==> src/rtl/definition.sv <==
// rtl/definition.sv - shared accelerator definitions used by the classification head
// Provides: att_width (pooled feature width), cls_w_width (weight/bias width),
//           cls_state_t (classification head FSM states).
package definition;

  localparam int att_width   = 8;
  localparam int cls_w_width = 8;

  typedef enum logic [1:0] {
    IDLE    = 2'd0,
    COMPUTE = 2'd1,
    DONE    = 2'd2
  } cls_state_t;

endpackage

==> src/rtl/cls_mac.sv <==
// rtl/cls_mac.sv - registered signed multiply-accumulate for the classification head
// Ports:
//   clk, rstn  : clock, synchronous active-low reset
//   clr        : first word of a row; load the term instead of adding to acc
//   en         : a valid ROM word is present this cycle
//   a, b       : signed feature and signed ROM word
//   bias_sel   : b is a bias; add it sign-extended, no multiply
//   acc        : accumulator register (row sum once the bias has been added)
module cls_mac #(
  parameter int A_WIDTH = 8,
  parameter int B_WIDTH = 8,
  parameter int ACC_W   = 19
) (
  input  logic                      clk,
  input  logic                      rstn,
  input  logic                      clr,
  input  logic                      en,
  input  logic signed [A_WIDTH-1:0] a,
  input  logic signed [B_WIDTH-1:0] b,
  input  logic                      bias_sel,
  output logic signed [ACC_W-1:0]   acc
);

  logic signed [A_WIDTH+B_WIDTH-1:0] prod;
  logic signed [ACC_W-1:0]           term;
  logic signed [ACC_W-1:0]           acc_sum;

  // Both operands widened to the full product width so the multiply is exact.
  assign prod = $signed({{B_WIDTH{a[A_WIDTH-1]}}, a}) *
                $signed({{A_WIDTH{b[B_WIDTH-1]}}, b});

  assign term = bias_sel ? {{(ACC_W-B_WIDTH){b[B_WIDTH-1]}}, b}
                         : {{(ACC_W-A_WIDTH-B_WIDTH){prod[A_WIDTH+B_WIDTH-1]}}, prod};

  assign acc_sum = (clr ? '0 : acc) + term;

  always_ff @(posedge clk) begin
    if (!rstn) begin
      acc <= '0;
    end else if (en) begin
      acc <= acc_sum;
    end
  end

endmodule

==> src/rtl/cls_head.sv <==
// rtl/cls_head.sv - linear classification head: feature capture, per-class MAC, arg-max
// Ports:
//   clk, rstn      : clock, synchronous active-low reset
//   i_valid/i_feat : pooled feature strobe and signed feature
//   w_addr/w_data  : weight ROM address out, signed data back one cycle later
//   o_logit        : signed class logit, qualified by o_logit_valid
//   o_cls_idx      : arg-max class index, updated with the o_done pulse
//   o_busy         : high while computing or finishing
//   o_drop         : sticky, a strobe arrived while not in IDLE
module cls_head import definition::*; #(
  parameter  int N_FEAT  = 4,
  parameter  int N_CLS   = 4,
  parameter  int W_WIDTH = cls_w_width,
  localparam int ACC_W   = att_width + W_WIDTH + $clog2(N_FEAT+1),
  localparam int A_W     = $clog2(N_CLS*(N_FEAT+1)),
  localparam int I_W     = (N_CLS > 1) ? $clog2(N_CLS) : 1
) (
  input  logic                        clk,
  input  logic                        rstn,
  input  logic                        i_valid,
  input  logic signed [att_width-1:0] i_feat,
  output logic        [A_W-1:0]       w_addr,
  input  logic signed [W_WIDTH-1:0]   w_data,
  output logic signed [ACC_W-1:0]     o_logit,
  output logic                        o_logit_valid,
  output logic        [I_W-1:0]       o_cls_idx,
  output logic                        o_done,
  output logic                        o_busy,
  output logic                        o_drop
);

  localparam int FC_W = (N_FEAT > 1) ? $clog2(N_FEAT) : 1;
  localparam int F_W  = $clog2(N_FEAT+1);

  localparam logic [FC_W-1:0] FC_LAST = FC_W'(N_FEAT-1);
  localparam logic [F_W-1:0]  F_LAST  = F_W'(N_FEAT);
  localparam logic [A_W-1:0]  A_LAST  = A_W'(N_CLS*(N_FEAT+1)-1);
  localparam logic [I_W-1:0]  I_LAST  = I_W'(N_CLS-1);

  cls_state_t state, state_nxt;

  logic signed [att_width-1:0] feat_buf [N_FEAT];
  logic [FC_W-1:0]             fcnt;
  logic [A_W-1:0]              addr;
  logic [F_W-1:0]              fidx;

  // p_* describe the ROM word that is on w_data this cycle.
  logic                        p_valid;
  logic [F_W-1:0]              p_f;
  logic signed [att_width-1:0] a_sel;
  logic signed [ACC_W-1:0]     mac_acc;

  logic signed [ACC_W-1:0]     max_val;
  logic [I_W-1:0]              max_idx;
  logic [I_W-1:0]              lcnt;
  logic                        take;
  logic [I_W-1:0]              new_idx;
  logic                        cmp_done;

  assign w_addr  = addr;
  assign o_busy  = (state != IDLE);
  // The accumulator holds the finished row sum exactly in the strobe cycle.
  assign o_logit = o_logit_valid ? mac_acc : '0;

  always_comb begin
    a_sel = '0;
    for (int i = 0; i < N_FEAT; i++) begin
      if (p_f == F_W'(i)) a_sel = feat_buf[i];
    end
  end

  cls_mac #(
    .A_WIDTH (att_width),
    .B_WIDTH (W_WIDTH),
    .ACC_W   (ACC_W)
  ) u_mac (
    .clk      (clk),
    .rstn     (rstn),
    .clr      (p_valid && (p_f == '0)),
    .en       (p_valid),
    .a        (a_sel),
    .b        (w_data),
    .bias_sel (p_f == F_LAST),
    .acc      (mac_acc)
  );

  // First logit of an inference always wins; later ones only if strictly greater.
  assign take    = (lcnt == '0) || (o_logit > max_val);
  assign new_idx = take ? lcnt : max_idx;

  always_comb begin
    state_nxt = state;
    o_done    = 1'b0;
    case (state)
      IDLE:    if (i_valid && (fcnt == FC_LAST)) state_nxt = COMPUTE;
      COMPUTE: if (addr == A_LAST) state_nxt = DONE;
      DONE: begin
        if (cmp_done) begin
          o_done    = 1'b1;
          state_nxt = IDLE;
        end
      end
      default: state_nxt = IDLE;
    endcase
  end

  always_ff @(posedge clk) begin
    if (state == IDLE && i_valid) feat_buf[fcnt] <= i_feat;
  end

  always_ff @(posedge clk) begin
    if (!rstn) begin
      state         <= IDLE;
      fcnt          <= '0;
      addr          <= '0;
      fidx          <= '0;
      p_valid       <= 1'b0;
      p_f           <= '0;
      o_logit_valid <= 1'b0;
      max_val       <= '0;
      max_idx       <= '0;
      lcnt          <= '0;
      o_cls_idx     <= '0;
      cmp_done      <= 1'b0;
      o_drop        <= 1'b0;
    end else begin
      state <= state_nxt;

      if (state == IDLE && i_valid) fcnt <= (fcnt == FC_LAST) ? '0 : fcnt + 1'b1;
      if (state != IDLE && i_valid) o_drop <= 1'b1;

      if (state == COMPUTE) begin
        addr <= (addr == A_LAST) ? '0 : addr + 1'b1;
        fidx <= (fidx == F_LAST) ? '0 : fidx + 1'b1;
      end else begin
        addr <= '0;
        fidx <= '0;
      end

      p_valid       <= (state == COMPUTE);
      p_f           <= fidx;
      o_logit_valid <= p_valid && (p_f == F_LAST);

      if (o_done) cmp_done <= 1'b0;

      if (o_logit_valid) begin
        if (take) max_val <= o_logit;
        max_idx <= new_idx;
        if (lcnt == I_LAST) begin
          lcnt      <= '0;
          o_cls_idx <= new_idx;
          cmp_done  <= 1'b1;
        end else begin
          lcnt <= lcnt + 1'b1;
        end
      end
    end
  end

endmodule

==> config.mk <==
export PLATFORM = sky130hd
export DESIGN_NAME = cls_head
export DESIGN_NICKNAME = d
export VERILOG_FILES = /design/src/rtl/definition.sv /design/src/rtl/cls_mac.sv /design/src/rtl/cls_head.sv
export SDC_FILE = /design/constraint.sdc
export NUM_CORES = 1
export LEC_CHECK = 0
export BUFFER_PORTS_ARGS = -buffer_cell sky130_fd_sc_hd__buf_2
export CAP_MARGIN = 10
export CORE_MARGIN = 5
export CORE_UTILIZATION = 57
export CTS_CLUSTER_SIZE = 10
export DETAILED_ROUTE_END_ITERATION = 16
export GPL_ROUTABILITY_DRIVEN = 0
export GPL_TIMING_DRIVEN = 0
export PLACE_DENSITY = 0.78
export SETUP_SLACK_MARGIN = 0.2
export SLEW_MARGIN = 20
export SYNTH_ARGS = -nofsm -noshare
export SYNTH_HDL_FRONTEND = slang
export SYNTH_SLANG_ARGS = --single-unit
==> constraint.sdc <==
create_clock -name clk -period 6.5 [get_ports clk]
set_input_delay 0.65 -clock clk [delete_from_list [all_inputs] [get_ports clk]]
set_output_delay 0.65 -clock clk [all_outputs]
set_load 0.05 [all_outputs]
==> results.yml, run 1 <==
setup_path:
  required_ns: 6.78
  crit_path_max_fanout: 6
  path_buf_inv: 4
  crit_path_end_kind: "flip-flop"
  critPathMostFrequentCell: "fa_1"
  cp_slowest_cell: "fa_1"
  slowest_delay_ns: 0.54
  crit_family: "adder cells"
  criticalPathCategory: "flip-flop to flip-flop"
  critPathArrivalTime_ns: 6.70
  start_kind: "flip-flop"
sta:
  rsz0062_at_grt: "yes"
  layout_min_cycle_time_ns: 6.421
  finalWorstSetupSlack_ns: 0.07881
  max_freq_mhz: 155.7
  hold_violations: 0
  fin_crit_sh_pct: 98.79
  tightest_slew_ns: 0.7594
  clock_skew_ns: 0.006953
  whs_ns: 0.4587
  maxSlewViolCount: 0
  setup_viol: 0
  maxSlewHeadroom_pct: 49.24
placed_design:
  io_buffers: 47
  dp_hpwl_mm: 12.86
  placed_cells: 1078
  post-place-ws_ns: -0.4469
layout:
  drive_above_1_share_pct: 18.53
  diodes: 0
  seqCellArea_um2: 2226
  final_util_pct: 67.22
  multi_input_area_um2: 5524
  finalNonFillerCells: 1119
  area_growth_pct: 16.15
  layout.nets: 1084
  num-fill-cells: 1077
floorplan:
  ios: 49
  start_util_pct: 57.88
  row_count: 43
  die_h_um: 128.5
  coreArea_um2: 13830
  die_area_um2: 16510
  die_x_um: 128.5
drt:
  num_vias: 6066
  ant_nets: 0
  drt_iter0_markers: 311
  wl_mm: 16.96
  drc: 0
  vias_per_cell: 5.421
  wl_per_cell_um: 15.15
  dr.pass1.iters: 5
outcome:
  outcome: "finished clean"
synth:
  synth_common_cells: "inv_1, nand2_1, and2_1"
  synth_warnings: 0
  ys_seq_area_share_pct: 27.77
  synth_top_area_share_pct: 15.76
  syn-num-nets: 1001
  avgSynthCellArea_um2: 9.404
  synthDistinctLibCells: 67
  syn-cell-area_um2: 8003
  async_flop_share_pct: 0
  ys_seq_elements: 95
  ys_top_cells_by_area: "dfxtp_1, fa_1, edfxtp_1"
  synthCells: 851
  synth-main-ff-cell: "dfxtp_1"
  yosysMostFrequentCell: "inv_1"
  synth_enable_flop_cells: 32
  yosysTopAreaCell: "dfxtp_1"
cts:
  clock-sinks: 95
  h-tree-depth: 3
  cts_tree: "done"
  clkTransAtPathRegs_ns: 0.07
  cts-root-buf: "clkbuf_16"
  clockBufferDepth: 2
  clk_latency_ns: 0.34
  cts_buffers: 9
global_routing:
  grt_pass1_wl_mm: 28.47
  grt.total_usage_pct: 21.53
  antenna_found_initial: 0
  grt_max_degree: 16
  grt_pass1_vias: 5962
  grt-ovfl-total: 0
pwr:
  ir_drop_mv: 0.2640
  p_leak_uw: 0.004068
  pwr_density_cell_nw_per_um2: 425.7
flow_run:
  maxCapViolations: 0
worst_hold_path:
  hold_path_class: "flip-flop to flip-flop"
-- worst paths after layout --
kind	start	end	slack (ns)	cells past startpoint
worst min register to register	w_addr[0]$_SDFF_PP0_	w_addr[0]$_SDFF_PP0_	0.46	1
worst max-delay path	p_f[0]$_SDFF_PN0_	u_mac.acc[15]$_SDFFE_PN0P_	0.08	27
worst max register to register	p_f[0]$_SDFF_PN0_	u_mac.acc[15]$_SDFFE_PN0P_	0.08	27
worst min-delay path	w_addr[0]$_SDFF_PP0_	w_addr[0]$_SDFF_PP0_	0.46	1
-- placed cells by master (no fill, tap or decap), types with 30 or more instances in the layout --
cell / netlist / routed
ha_1: 75 / 66
mux2i_1: 36 / 36
and2_1: 76 / 68
fa_1: 56 / 54
nor2_1: 31 / 30
buf_2: 4 / 51
edfxtp_1: 32 / 32
nor2b_1: 50 / 41
dfxtp_1: 63 / 62
inv_1: 131 / 126
nand2_1: 80 / 78
-- routing by layer --
| layer | up-vias | global-route usage (%) | part of all wire, % |
|---|---|---|---|
| met5 | - | 0 | 0 |
| met2 | 104 | 35.89 | 48 |
| met3 | 18 | 2.740 | 3.5 |
| li1 | 2978 | - | - |
| met4 | 0 | 6.115 | 1.4 |
| met1 | 2966 | 29.69 | 47 |
-- per-stage QoR --
step	instance area [µm²]	power, µW	TNS (ns)
2_1_floorplan	8064	2402	0
3_3_place_gp	8524	2760	-1.266
3_5_place_dp	8524	2791	-1.583
4_1_cts	9235	3860	0
5_1_grt	9295	4261	-0.6839
6_report	9295	3957	0
-- flip-flops by register name, indices dropped and copies added (netlist names) --
name,cells
cmp_done,1
fcnt,2
feat_buf,32
fidx,3
lcnt,2
max_idx,2
max_val,19
o_cls_idx,2
o_drop,1
o_logit_valid,1
p_f,3
p_valid,1
state,2
u_mac.acc,19
w_addr,5
-- where the power goes --
part | total (µW) | switching [µW] | internal [µW] | leakage [µW]
logic | 2810 | 1480 | 1320 | 0.00313
clock network | 519 | 221 | 298 | 0.000132
registers | 631 | 5.20 | 625 | 0.000802
total | 3960 | 1710 | 2250 | 0.00407
-- repair_timing --
item                                   CTS  global route
setup endpoints to repair                8             7
gates cloned                             1             0
endpoints found under the hold margin    0             0
pin swaps                               43            12
buffers inserted                        21             3
resized for setup                       63             9
hold buffers                             0             0
-- kinds of logic (layout without fill, tap and decap cells) --
family                   Yosys count  in the layout  share of synthesized area, %
AND/OR/NAND/NOR                  278            278                         18.32
XOR/XNOR                          30             30                         3.283
buffers and inverters            155            243                         7.380
AO/OA/AOI/OAI                    117            117                         10.62
flip-flops                        95             95                         27.77
multiplexers                      45             45                         6.895
adder cells (fa/ha/maj)          131            131                         25.73
-- layout make-up --
cell class,instances,area share [%]
inverter,131,5.317
clock inverter,5,0.6327
multi-input combinational,601,59.43
buffer,24,1.158
clock buffer,11,2.504
timing repair buffer,72,4.590
sequential,95,23.95
tap,180,2.423
Power figures use the tool's default switching activity.
==> run 2: changes to the inputs <==
--- a/config.mk
+++ b/config.mk
@@ -8,5 +8,5 @@
 export BUFFER_PORTS_ARGS = -buffer_cell sky130_fd_sc_hd__buf_2
 export CAP_MARGIN = 10
-export CORE_MARGIN = 5
+export CORE_MARGIN = 2
 export CORE_UTILIZATION = 57
 export CTS_CLUSTER_SIZE = 10
@@ -16,5 +16,5 @@
 export PLACE_DENSITY = 0.78
 export SETUP_SLACK_MARGIN = 0.2
-export SLEW_MARGIN = 20
+export SLEW_MARGIN = 10
 export SYNTH_ARGS = -nofsm -noshare
 export SYNTH_HDL_FRONTEND = slang
==> constraint.sdc (replaced) <==
create_clock -name clk -period 6.5 [get_ports clk]
set_input_delay 1.3 -clock clk [delete_from_list [all_inputs] [get_ports clk]]
set_output_delay 1.3 -clock clk [all_outputs]
set_load 0.05 [all_outputs]
==> run 2 against run 1 <==
  * Clock skew rose by 0.0038 ns
  * Sequential power is essentially flat
  * Wire length is 1.1% lower
  * Utilization increased by 0.88 points
  * Clock power rose by 0.8%
  * Worst hold slack gained 0.0015 ns
  * Maximum frequency fell by 0.34%
  * Register-to-register slack worse by 0.02 ns
  * Die area shrank 9.1%
==> results.yml, run 2 (same netlist as run 1, synthesis figures left out) <==
sta:
  setup_viol: 0
  rsz0062_at_grt: "yes"
  fin_crit_sh_pct: 99.12
  whs_ns: 0.4602
  max_freq_mhz: 155.2
  layout_min_cycle_time_ns: 6.443
  hold_violations: 0
  finalWorstSetupSlack_ns: 0.05714
  maxSlewViolCount: 0
  tightest_slew_ns: 0.7059
  tns_ns: 0
  clock_skew_ns: 0.01079
  maxSlewHeadroom_pct: 52.82
global_routing:
  antenna_found_initial: 0
  grt_max_degree: 20
  grt_pass1_vias: 6073
  grt.total_usage_pct: 24.31
  grt-ovfl-total: 0
  grt_pass1_wl_mm: 28.72
floorplan:
  row_count: 43
  die_x_um: 122.5
  die_h_um: 122.5
  start_util_pct: 58.10
  die_area_um2: 15000
  coreArea_um2: 13770
  ios: 49
cts:
  cts_buffers: 9
  clkTransAtPathRegs_ns: 0.07
  h-tree-depth: 3
  cts_tree: "done"
  clockBufferDepth: 2
  clock-sinks: 95
  clk_latency_ns: 0.35
  cts-root-buf: "clkbuf_16"
pwr:
  p_leak_uw: 0.004125
  finalPower_uw: 4051
  ir_drop_mv: 0.3102
  pwr_density_cell_nw_per_um2: 431.9
layout:
  drive_above_1_share_pct: 20.15
  area_growth_pct: 17.21
  layout.nets: 1088
  finalNonFillerCells: 1123
  diodes: 0
  largestRegisters: "feat_buf: 32 flops, max_val: 19 flops, u_mac.acc: 19 flops"
  mostFrequentLayoutCell: "inv_1"
  largest-register: "feat_buf"
  largest_reg_flops: 32
  mostFrequentLayoutCells: "inv_1, nand2_1, ha_1"
  num-fill-cells: 1117
worst_hold_path:
  hold_path_class: "flip-flop to flip-flop"
setup_path:
  crit_path_max_fanout: 6
  start_kind: "flip-flop"
  criticalPathCategory: "flip-flop to flip-flop"
  crit_path_end_kind: "flip-flop"
  critPathMostFrequentCell: "fa_1"
  cp_slowest_cell: "fa_1"
  path_buf_inv: 6
  crit_family: "adder cells"
  required_ns: 6.73
  slowest_delay_ns: 0.53
  critPathArrivalTime_ns: 6.67
placed_design:
  io_buffers: 47
  post-place-ws_ns: -0.4420
  placed_cells: 1078
  dp_hpwl_mm: 12.67
drt:
  vias_per_cell: 5.312
  drt_iter0_markers: 234
  dr.pass1.iters: 4
  wl_mm: 16.77
  ant_nets: 0
  num_vias: 5965
  drc: 0
  wl_per_cell_um: 14.93
outcome:
  outcome: "finished clean"
flow_run:
  maxCapViolations: 0
-- run 2: path summary, 6_finish.rpt --
| check | start | end | slack, ns | cells past startpoint |
|---|---|---|---|---|
| setup / recovery | p_f[0]$_SDFF_PN0_ | u_mac.acc[18]$_SDFFE_PN0P_ | 0.06 | 29 |
| hold reg to reg | max_val[17]$_SDFFE_PN0P_ | max_val[17]$_SDFFE_PN0P_ | 0.46 | 2 |
| setup reg to reg | p_f[0]$_SDFF_PN0_ | u_mac.acc[18]$_SDFFE_PN0P_ | 0.06 | 29 |
| hold / removal | max_val[17]$_SDFFE_PN0P_ | max_val[17]$_SDFFE_PN0P_ | 0.46 | 2 |
-- run 2: timing repair --
item / CTS / global route
hold endpoints to repair: 0 / 0
setup endpoints to repair: 6 / 7
gates cloned: 0 / 0
buffers inserted: 20 / 9
resized for setup: 46 / 19
pin swaps: 46 / 39
hold buffers: 0 / 0
-- run 2: metal layers --
metal	global-route usage, %	vias up	wire (µm)
met4	6.178	0	200
met2	41.81	93	8180
met5	0	-	0
met3	2.974	15	520
met1	32.67	2866	7871
li1	-	2991	-
-- run 2: cell type report --
class,instances,area (µm²),share of cell area [%]
clock buffer,9,225.2,2.401
tap,180,225.2,2.401
timing repair buffer,76,467.9,4.989
inverter,131,491.7,5.242
buffer,24,117.6,1.254
multi-input combinational,601,5557,59.24
clock inverter,7,72.57,0.7736
sequential,95,2223,23.70
-- run 2: through the flow --
stage | instance area [µm²] | util, %
after detailed placement | 8633 | 62.68
final | 9380 | 68.11
after floorplan | 8173 | -
after global placement | 8633 | 62.68
after CTS | 9226 | 66.99
after global routing | 9380 | 68.11
-- run 2: report_power, final --
group,internal [µW],switching (µW)
Clock,272,251
Combinational,1380,1520
Sequential,625,5.37
-- run 2: worst register-to-register path: cells and delay by family (launching register included) --
family | cells | cell delay (ns)
compound gates | 11 | 1.63
xor+xnor | 1 | 0.14
fa+ha+maj | 6 | 2.60
mux | 2 | 0.73
simple gates | 3 | 0.41
buf+inv | 6 | 0.50
flops | 1 | 0.34
